<file path="config.mk">
export PLATFORM = sky130hd
export DESIGN_NAME = wb_stage_flat
export DESIGN_NICKNAME = d
export VERILOG_FILES = /design/src/rtl/wb_stage_if.sv /design/src/rtl/wb_stage.sv /design/src/flat_wrapper.sv
export SDC_FILE = /design/constraint.sdc
export NUM_CORES = 1
export LEC_CHECK = 0
export CORE_ASPECT_RATIO = 1.75
export CORE_MARGIN = 8
export CORE_UTILIZATION = 50
export CTS_BUF_LIST = sky130_fd_sc_hd__clkbuf_8
export DETAILED_ROUTE_END_ITERATION = 8
export GPL_TIMING_DRIVEN = 1
export PLACE_DENSITY = 0.83
export SKIP_CTS_REPAIR_TIMING = 1
export SLEW_MARGIN = 15
export SYNTH_ARGS = -nofsm -noshare
export SYNTH_HDL_FRONTEND = slang
export SYNTH_SLANG_ARGS = --single-unit
</file>
<file path="constraint.sdc">
create_clock -name clk -period 4.07 [get_ports clk]
set_input_delay 1.0175 -clock clk [delete_from_list [all_inputs] [get_ports clk]]
set_output_delay 1.0175 -clock clk [all_outputs]
set_load 0.01 [all_outputs]
</file>
<file path="src/rtl/wb_stage_if.sv">
// MEM->WB bundle and write-back results for the 16-bit pipeline's final stage.
// The master side feeds MEM-stage fields; the slave side is the write-back stage itself.
interface wb_stage_if #(
    parameter int RCNT_W = 32
);
    logic              mem_valid;
    logic              mem_regWrite;
    logic [2:0]        mem_write_reg;
    logic [1:0]        mem_memToReg;
    logic [15:0]       mem_alu_res;
    logic [15:0]       mem_read_data;
    logic [15:0]       mem_pc_inc;
    logic [15:0]       mem_imm;
    logic              mem_halt;
    logic              mem_err;
    logic              stall;
    logic              flush;
    logic              wb_regWrite;
    logic [2:0]        wb_write_reg;
    logic [15:0]       wb_write_data;
    logic              halt;
    logic              createdump;
    logic              err;
    logic [RCNT_W-1:0] retired;

    modport master (
        output mem_valid, mem_regWrite, mem_write_reg, mem_memToReg, mem_alu_res,
               mem_read_data, mem_pc_inc, mem_imm, mem_halt, mem_err, stall, flush,
        input  wb_regWrite, wb_write_reg, wb_write_data, halt, createdump, err, retired
    );

    modport slave (
        input  mem_valid, mem_regWrite, mem_write_reg, mem_memToReg, mem_alu_res,
               mem_read_data, mem_pc_inc, mem_imm, mem_halt, mem_err, stall, flush,
        output wb_regWrite, wb_write_reg, wb_write_data, halt, createdump, err, retired
    );
endinterface

</file>
<file path="src/rtl/wb_stage.sv">
// Write-back stage: MEM/WB register, write-data select, end-of-program FSM
// and a saturating retired-instruction counter.
module wb_stage #(
    parameter int RCNT_W = 32
) (
    input  logic         clk,
    input  logic         rst,
    wb_stage_if.slave    bus
);
    typedef struct packed {
        logic        valid;
        logic        regWrite;
        logic [2:0]  write_reg;
        logic [1:0]  memToReg;
        logic [15:0] alu_res;
        logic [15:0] read_data;
        logic [15:0] pc_inc;
        logic [15:0] imm;
        logic        halt;
        logic        err;
    } memwb_t;

    typedef enum logic [1:0] {RUN = 2'd0, HALTED = 2'd1, ERROR = 2'd2} state_t;

    memwb_t            r;
    state_t            state, state_nxt;
    logic [RCNT_W-1:0] retired;
    logic              run, retire_now;
    logic [15:0]       wdata;

    always_ff @(posedge clk or posedge rst) begin
        if (rst) begin
            r <= '0;
        end else if (bus.flush) begin
            r.valid <= 1'b0;
        end else if (!bus.stall) begin
            r.valid     <= bus.mem_valid;
            r.regWrite  <= bus.mem_regWrite;
            r.write_reg <= bus.mem_write_reg;
            r.memToReg  <= bus.mem_memToReg;
            r.alu_res   <= bus.mem_alu_res;
            r.read_data <= bus.mem_read_data;
            r.pc_inc    <= bus.mem_pc_inc;
            r.imm       <= bus.mem_imm;
            r.halt      <= bus.mem_halt;
            r.err       <= bus.mem_err;
        end
    end

    assign run = (state == RUN);
    // A held entry retires only when it actually leaves WB (advance or flush),
    // so a multi-cycle stall still counts it once.
    assign retire_now = r.valid & run & (~bus.stall | bus.flush);

    always_ff @(posedge clk or posedge rst) begin
        if (rst) state <= RUN;
        else     state <= state_nxt;
    end

    always_comb begin
        state_nxt = state;
        if (state == RUN && retire_now) begin
            if (r.err)       state_nxt = ERROR;
            else if (r.halt) state_nxt = HALTED;
        end
    end

    always_ff @(posedge clk or posedge rst) begin
        if (rst)                           retired <= '0;
        else if (retire_now && retired != '1) retired <= retired + 1'b1;
    end

    always_comb begin
        wdata = r.alu_res;
        case (r.memToReg)
            2'b00:   wdata = r.alu_res;
            2'b01:   wdata = r.read_data;
            2'b10:   wdata = r.pc_inc;
            default: wdata = r.imm;
        endcase
    end

    assign bus.wb_regWrite   = r.valid & r.regWrite & ~r.halt & ~r.err & run;
    assign bus.wb_write_reg  = r.write_reg;
    assign bus.wb_write_data = wdata;
    assign bus.halt          = ~run | (r.valid & run & (r.halt | r.err));
    assign bus.err           = (state == ERROR) | (r.valid & run & r.err);
    assign bus.createdump    = retire_now & r.halt & ~r.err;
    assign bus.retired       = retired;
endmodule

</file>
<file path="src/flat_wrapper.sv">
// flat-port wrapper written by rule: the top's interface ports become plain ports
module wb_stage_flat 
#(
    parameter int RCNT_W = 32
)
  (clk, rst, bus_mem_valid, bus_mem_regWrite, bus_mem_write_reg, bus_mem_memToReg, bus_mem_alu_res, bus_mem_read_data, bus_mem_pc_inc, bus_mem_imm, bus_mem_halt, bus_mem_err, bus_stall, bus_flush, bus_wb_regWrite, bus_wb_write_reg, bus_wb_write_data, bus_halt, bus_createdump, bus_err, bus_retired);
  wb_stage_if #(.RCNT_W(RCNT_W)) bus_i ();
  input  logic clk;
  input  logic rst;
  input wire logic [$bits(bus_i.mem_valid)-1:0] bus_mem_valid;
  input wire logic [$bits(bus_i.mem_regWrite)-1:0] bus_mem_regWrite;
  input wire logic [$bits(bus_i.mem_write_reg)-1:0] bus_mem_write_reg;
  input wire logic [$bits(bus_i.mem_memToReg)-1:0] bus_mem_memToReg;
  input wire logic [$bits(bus_i.mem_alu_res)-1:0] bus_mem_alu_res;
  input wire logic [$bits(bus_i.mem_read_data)-1:0] bus_mem_read_data;
  input wire logic [$bits(bus_i.mem_pc_inc)-1:0] bus_mem_pc_inc;
  input wire logic [$bits(bus_i.mem_imm)-1:0] bus_mem_imm;
  input wire logic [$bits(bus_i.mem_halt)-1:0] bus_mem_halt;
  input wire logic [$bits(bus_i.mem_err)-1:0] bus_mem_err;
  input wire logic [$bits(bus_i.stall)-1:0] bus_stall;
  input wire logic [$bits(bus_i.flush)-1:0] bus_flush;
  output wire logic [$bits(bus_i.wb_regWrite)-1:0] bus_wb_regWrite;
  output wire logic [$bits(bus_i.wb_write_reg)-1:0] bus_wb_write_reg;
  output wire logic [$bits(bus_i.wb_write_data)-1:0] bus_wb_write_data;
  output wire logic [$bits(bus_i.halt)-1:0] bus_halt;
  output wire logic [$bits(bus_i.createdump)-1:0] bus_createdump;
  output wire logic [$bits(bus_i.err)-1:0] bus_err;
  output wire logic [$bits(bus_i.retired)-1:0] bus_retired;
  assign bus_i.mem_valid = bus_mem_valid;
  assign bus_i.mem_regWrite = bus_mem_regWrite;
  assign bus_i.mem_write_reg = bus_mem_write_reg;
  assign bus_i.mem_memToReg = bus_mem_memToReg;
  assign bus_i.mem_alu_res = bus_mem_alu_res;
  assign bus_i.mem_read_data = bus_mem_read_data;
  assign bus_i.mem_pc_inc = bus_mem_pc_inc;
  assign bus_i.mem_imm = bus_mem_imm;
  assign bus_i.mem_halt = bus_mem_halt;
  assign bus_i.mem_err = bus_mem_err;
  assign bus_i.stall = bus_stall;
  assign bus_i.flush = bus_flush;
  assign bus_wb_regWrite = bus_i.wb_regWrite;
  assign bus_wb_write_reg = bus_i.wb_write_reg;
  assign bus_wb_write_data = bus_i.wb_write_data;
  assign bus_halt = bus_i.halt;
  assign bus_createdump = bus_i.createdump;
  assign bus_err = bus_i.err;
  assign bus_retired = bus_i.retired;
  wb_stage #(.RCNT_W(RCNT_W)) u_core (.clk(clk), .rst(rst), .bus(bus_i));
endmodule
</file>
# --- After elaboration in Yosys (flattened, before gate mapping) ---
# Index checks and enable logic that the tools add are counted.
totals:
  regBits: 107
  input_bits: 77
  out_inout_bits: 55
  word_cells: 49
op_classes:
  addsub: 1
  n_eq_ne: 5
  muxes: 5
  bitwise_logic: 19
  n_reduce_logical: 7
ops:
  columns: ["op", "count"]
  rows:
  - ["$mux W73", 1]
  - ["$pmux W16 S3", 1]
  - ["$add A32 B1 Y32 const B", 1]
  - ["$ne A32 B32 Y1 const B", 1]
  - ["$and A1 B1 Y1", 10]
  - ["$not A1 Y1", 5]
  - ["$eq A2 B2 Y1 const B", 2]
  - ["$logic_not A2 Y1", 2]
  - ["$mux W2", 2]
  - ["$or A1 B1 Y1", 4]
  - ["$reduce_and A2 Y1", 2]
  - ["$eq A2 B1 Y1 const B", 1]
  - ["$logic_and A1 B1 Y1", 2]
  - ["$ne A2 B1 Y1 const B", 1]
  - ["$reduce_bool A2 Y1", 1]
  - ["$mux W1", 1]

# --- Logic depth before layout (Yosys ltp) ---
logic_depth:
  word_depth: 5
  depth_mapped: 6
  ltp_nobuf: 6

# --- Least setup slack after synthesis ---
# Ideal clock, no wire load.
synth_timing:
  kind: "input to output"
  from: "input port bus_flush"
  to: "output port bus_createdump"
  t_arrival_ns: 1.693
  required_ns: 3.053
  path_slack_ns: 1.359
  path_stages: 5
  path_buffers: 1
  cell_sequence: "nand2b_1 and2_1 clkbuf_1 nand2_1 nor2_1"
synth_between:
  elab_chain_cells: 4
synth_rtl:
  columns: ["item", "line", "text"]
  rows:
  - ["start, declared", "flat_wrapper.sv:21", "input wire logic [$bits(bus_i.flush)-1:0] bus_flush;"]
  - ["$or A1 B1 Y1", "wb_stage.sv:53", "assign retire_now = r.valid & run & (~bus.stall | bus.flush);"]
  - ["$and A1 B1 Y1", "wb_stage.sv:53", null]
  - ["$and A1 B1 Y1 (2 in a row)", "wb_stage.sv:88", "assign bus.createdump = retire_now & r.halt & ~r.err;"]
  - ["end, declared", "flat_wrapper.sv:26", "output wire logic [$bits(bus_i.createdump)-1:0] bus_createdump;"]
# No other way between the ends.

# --- Final worst setup path ---
# Ends and elaborated chain as after synthesis.

==> results.md <==
* Outcome: complete, no violations
* Number of max-cap violations at 0
* CP Cell Sequence: clkdlybuf4s50_1, nand2b_1, and2_1, nand2_1, nor2_1, clkdlybuf4s50_1
* Mapped Cells at 341
* EDFF count, synth at 0
* Commonest non-fill, non-tap cell in the layout: clkdlybuf4s50_1
* Num CTS Buffers at 9
* P&R area growth vs syn at 33.60%
* Initial core utilization at between 50 and 60%
* Vias in the first global route at 3671
* CTS sink cnt at 107
* Slew margin rel. at 47.49%
* Drt wl/cell at between 15 and 20 um
* # port buffers at 131
* Synth warn at 0
* Setup Viol. Count Final at 0
* Post-route setup TNS at 0 ns
* Largest cells by area after synthesis: dfrtp_1 (55%), mux2_2 (17%), mux4_2 (7.5%), xnor2_1 (2.5%), xor2_1 (2.5%)
* Crit. Startpoint: bus_flush
* HP Class: flop to flop
* Largest fanout on the critical path at 4
* DRC Markers at 0
* Unique cell type count in the Yosys netlist at 41
* Placer Congestion at 0.8254
* GR Util All Layers at 17.66%
* Worst-Skew Late Latency at 0.36 ns
* Multi-input logic area at roughly 2100 um^2
* Crit path required time at 3.05 ns
* Fin area at 6452 um^2
* Placed cell area at 6276 um^2
* CTS tree: built
* Worst Max-Slew Pin Slew at 0.7876 ns
* Largest area contributor in the synthesized netlist: dfrtp_1
* Nets@finish at 550
* Hold Startpoint: u_core.bus.retired[31]$_DFFE_PP0P_
* Fillers at 700
* Fin. max-slew vios at 0
* Top_reg_cell synth: dfrtp_1
* Die Area at 13180 um^2
* Gr ovfl total at 0
* Reg2reg start: u_core.bus.retired[0]$_DFFE_PP0P_
* Root buffer cell: clkbuf_8
* Antenna viol nets, final at 0
* Post-DP HPWL at 8707 um
* H-tree levels at 3
* Reg area at 2678 um^2
* Slowest cell delay on critical path at 0.56 ns
* RSZ-0062 raised after global routing: false
* Avg Cell Area, Syn at 14.16 um^2
* Power Total at 0.002489 W
* First DRT Iteration DRCs at 111
* Register area share after synthesis at 55.44%
* Tmin final at 3.705 ns
* Die X at 90.30 um
* Antenna violations before repair at 0
* Via count at 3252
* Critical Path Sink Type: primary output
* Most common cell on crit path: clkdlybuf4s50_1
* Clock skew at 0.009880 ns
* Flip-flop and latch count after synthesis at 107
* Peak VDD IR at 289.7 uV
* Asr flop ratio synth at 100.0%
* ANT cells at 0
* Cell Pwr Density at 385.7 nW/um^2
* Top Ports at roughly 130
* Die Height at 146.0 um
* Most frequent cells in the layout: clkdlybuf4s50_1 (131), dfrtp_1 (107), mux2_2 (74), mux4_2 (16)
* Synth top area share at 55.44%
* Post-Syn Nets at 419
* Final Hold Vio Count at 0
* Rows at 47
* CTS Buffer Depth at 2
* Critical-path cell with the highest stage delay: clkdlybuf4s50_1
* Layout cell share with drive strength beyond 1 at roughly a quarter
* Peak Freq at 269.9 MHz
* Critical Path Source Type: input port
* Pre-antenna DRT Iters at 4
* Fin util at 68.58%
* CTS clock-pin slew for the worst setup and hold paths at roughly 0.09 ns
* Post-Syn Area at 4830 um^2
* Largest net degree at the start of global routing at 58
* Core ar. at 9409 um^2
* Drt total wl at 11290 um
* Vias/cell at 5.438
* First-pass GRT wire length at 18650 um
* Max reg flops at 70
* Fin crit share at 91.04%
* Data arrival time of the critical path at ~2.7 ns
* Leakage Power at 2.708 nW
* Fin Hold WS at 0.5111 ns
* Critical path type: input port to primary output
==> final cells by class <==
| type | count | area share (%) |
|---|---|---|
| Clock buffer | 10 | 2.133 |
| Timing Repair Buffer | 136 | 21.10 |
| Clock inverter | 5 | 0.6011 |
| Inverter | 4 | 0.2715 |
| Multi-Input combinational cell | 214 | 32.03 |
| Tap cell | 122 | 2.366 |
| Sequential cell | 107 | 41.50 |
==> where the power goes <==
part | total [W] | internal, W | switching (W)
combinational | 0.000598 | 0.000389 | 0.000209
sequential | 0.00130 | 0.00119 | 0.000107
clock | 0.000589 | 0.000241 | 0.000349
==> per-layer routing <==
| layer | GRT usage (%) | part of all wire (%) | up-vias |
|---|---|---|---|
| li1 | - | - | 1497 |
| met1 | 18.24 | 36 | 1633 |
| met2 | 31.09 | 55 | 109 |
| met3 | 7.495 | 8.2 | 13 |
| met4 | 6.119 | 1.3 | 0 |
| met5 | 0 | 0 | - |
==> synthesized netlist by cell type, types with 2 or more instances <==
cell,number
dfrtp_1,107
mux2_2,74
mux4_2,16
xnor2_1,14
xor2_1,14
nand2_1,13
clkbuf_1,10
nand3_1,10
and3_1,9
nor2_1,8
nor3_1,8
a21oi_1,7
nand4_1,7
and2_1,4
and4_1,4
inv_1,4
buf_4,3
a31oi_1,2
buf_2,2
nand4_4,2
nor4_1,2
o21ai_0,2
==> metrics by stage <==
stage               cells  worst slack, ns
finish                598           0.3646
global route          598           0.2959
CTS                   598           0.3361
detailed placement    583           0.3542
global placement      583           0.3749
floorplan             341           0.2353
==> final timing paths <==
kind                                                      endpoint  slack (ns)  cells past startpoint
max in group asynchronous                 u_core.r[20]$_DFFE_PP0P_        2.21                      3
worst min register to register  u_core.bus.retired[31]$_DFFE_PP0P_        0.51                      1
worst max register to register   u_core.bus.retired[1]$_DFFE_PP0P_        1.86                      6
worst max-delay path                                bus_createdump        0.36                      6
worst min-delay path            u_core.bus.retired[31]$_DFFE_PP0P_        0.51                      1
min in group asynchronous                 u_core.r[18]$_DFFE_PP0P_        1.12                      2
==> critical path, delay by kind of cell <==
| family | cells | cell delay [ns] |
|---|---|---|
| AND/OR/NAND/NOR | 4 | 0.57 |
| buffers and inverters | 2 | 1.10 |
==> cells by family (layout without fill, tap and decap cells) <==
family / count (synthesis) / after routing / share of synthesized area, %
muxes: 91 / 91 / 24.92
xor gates and xnor gates: 28 / 28 / 5.078
buffers and inverters: 20 / 155 / 1.917
AOI/OAI and AO/OA: 16 / 16 / 2.228
adders and majority gates: 1 / 1 / 0.2590
and+or+nand+nor: 78 / 78 / 10.16
DFF: 107 / 107 / 55.44
No activity file was read; power rests on OpenSTA's default activity.
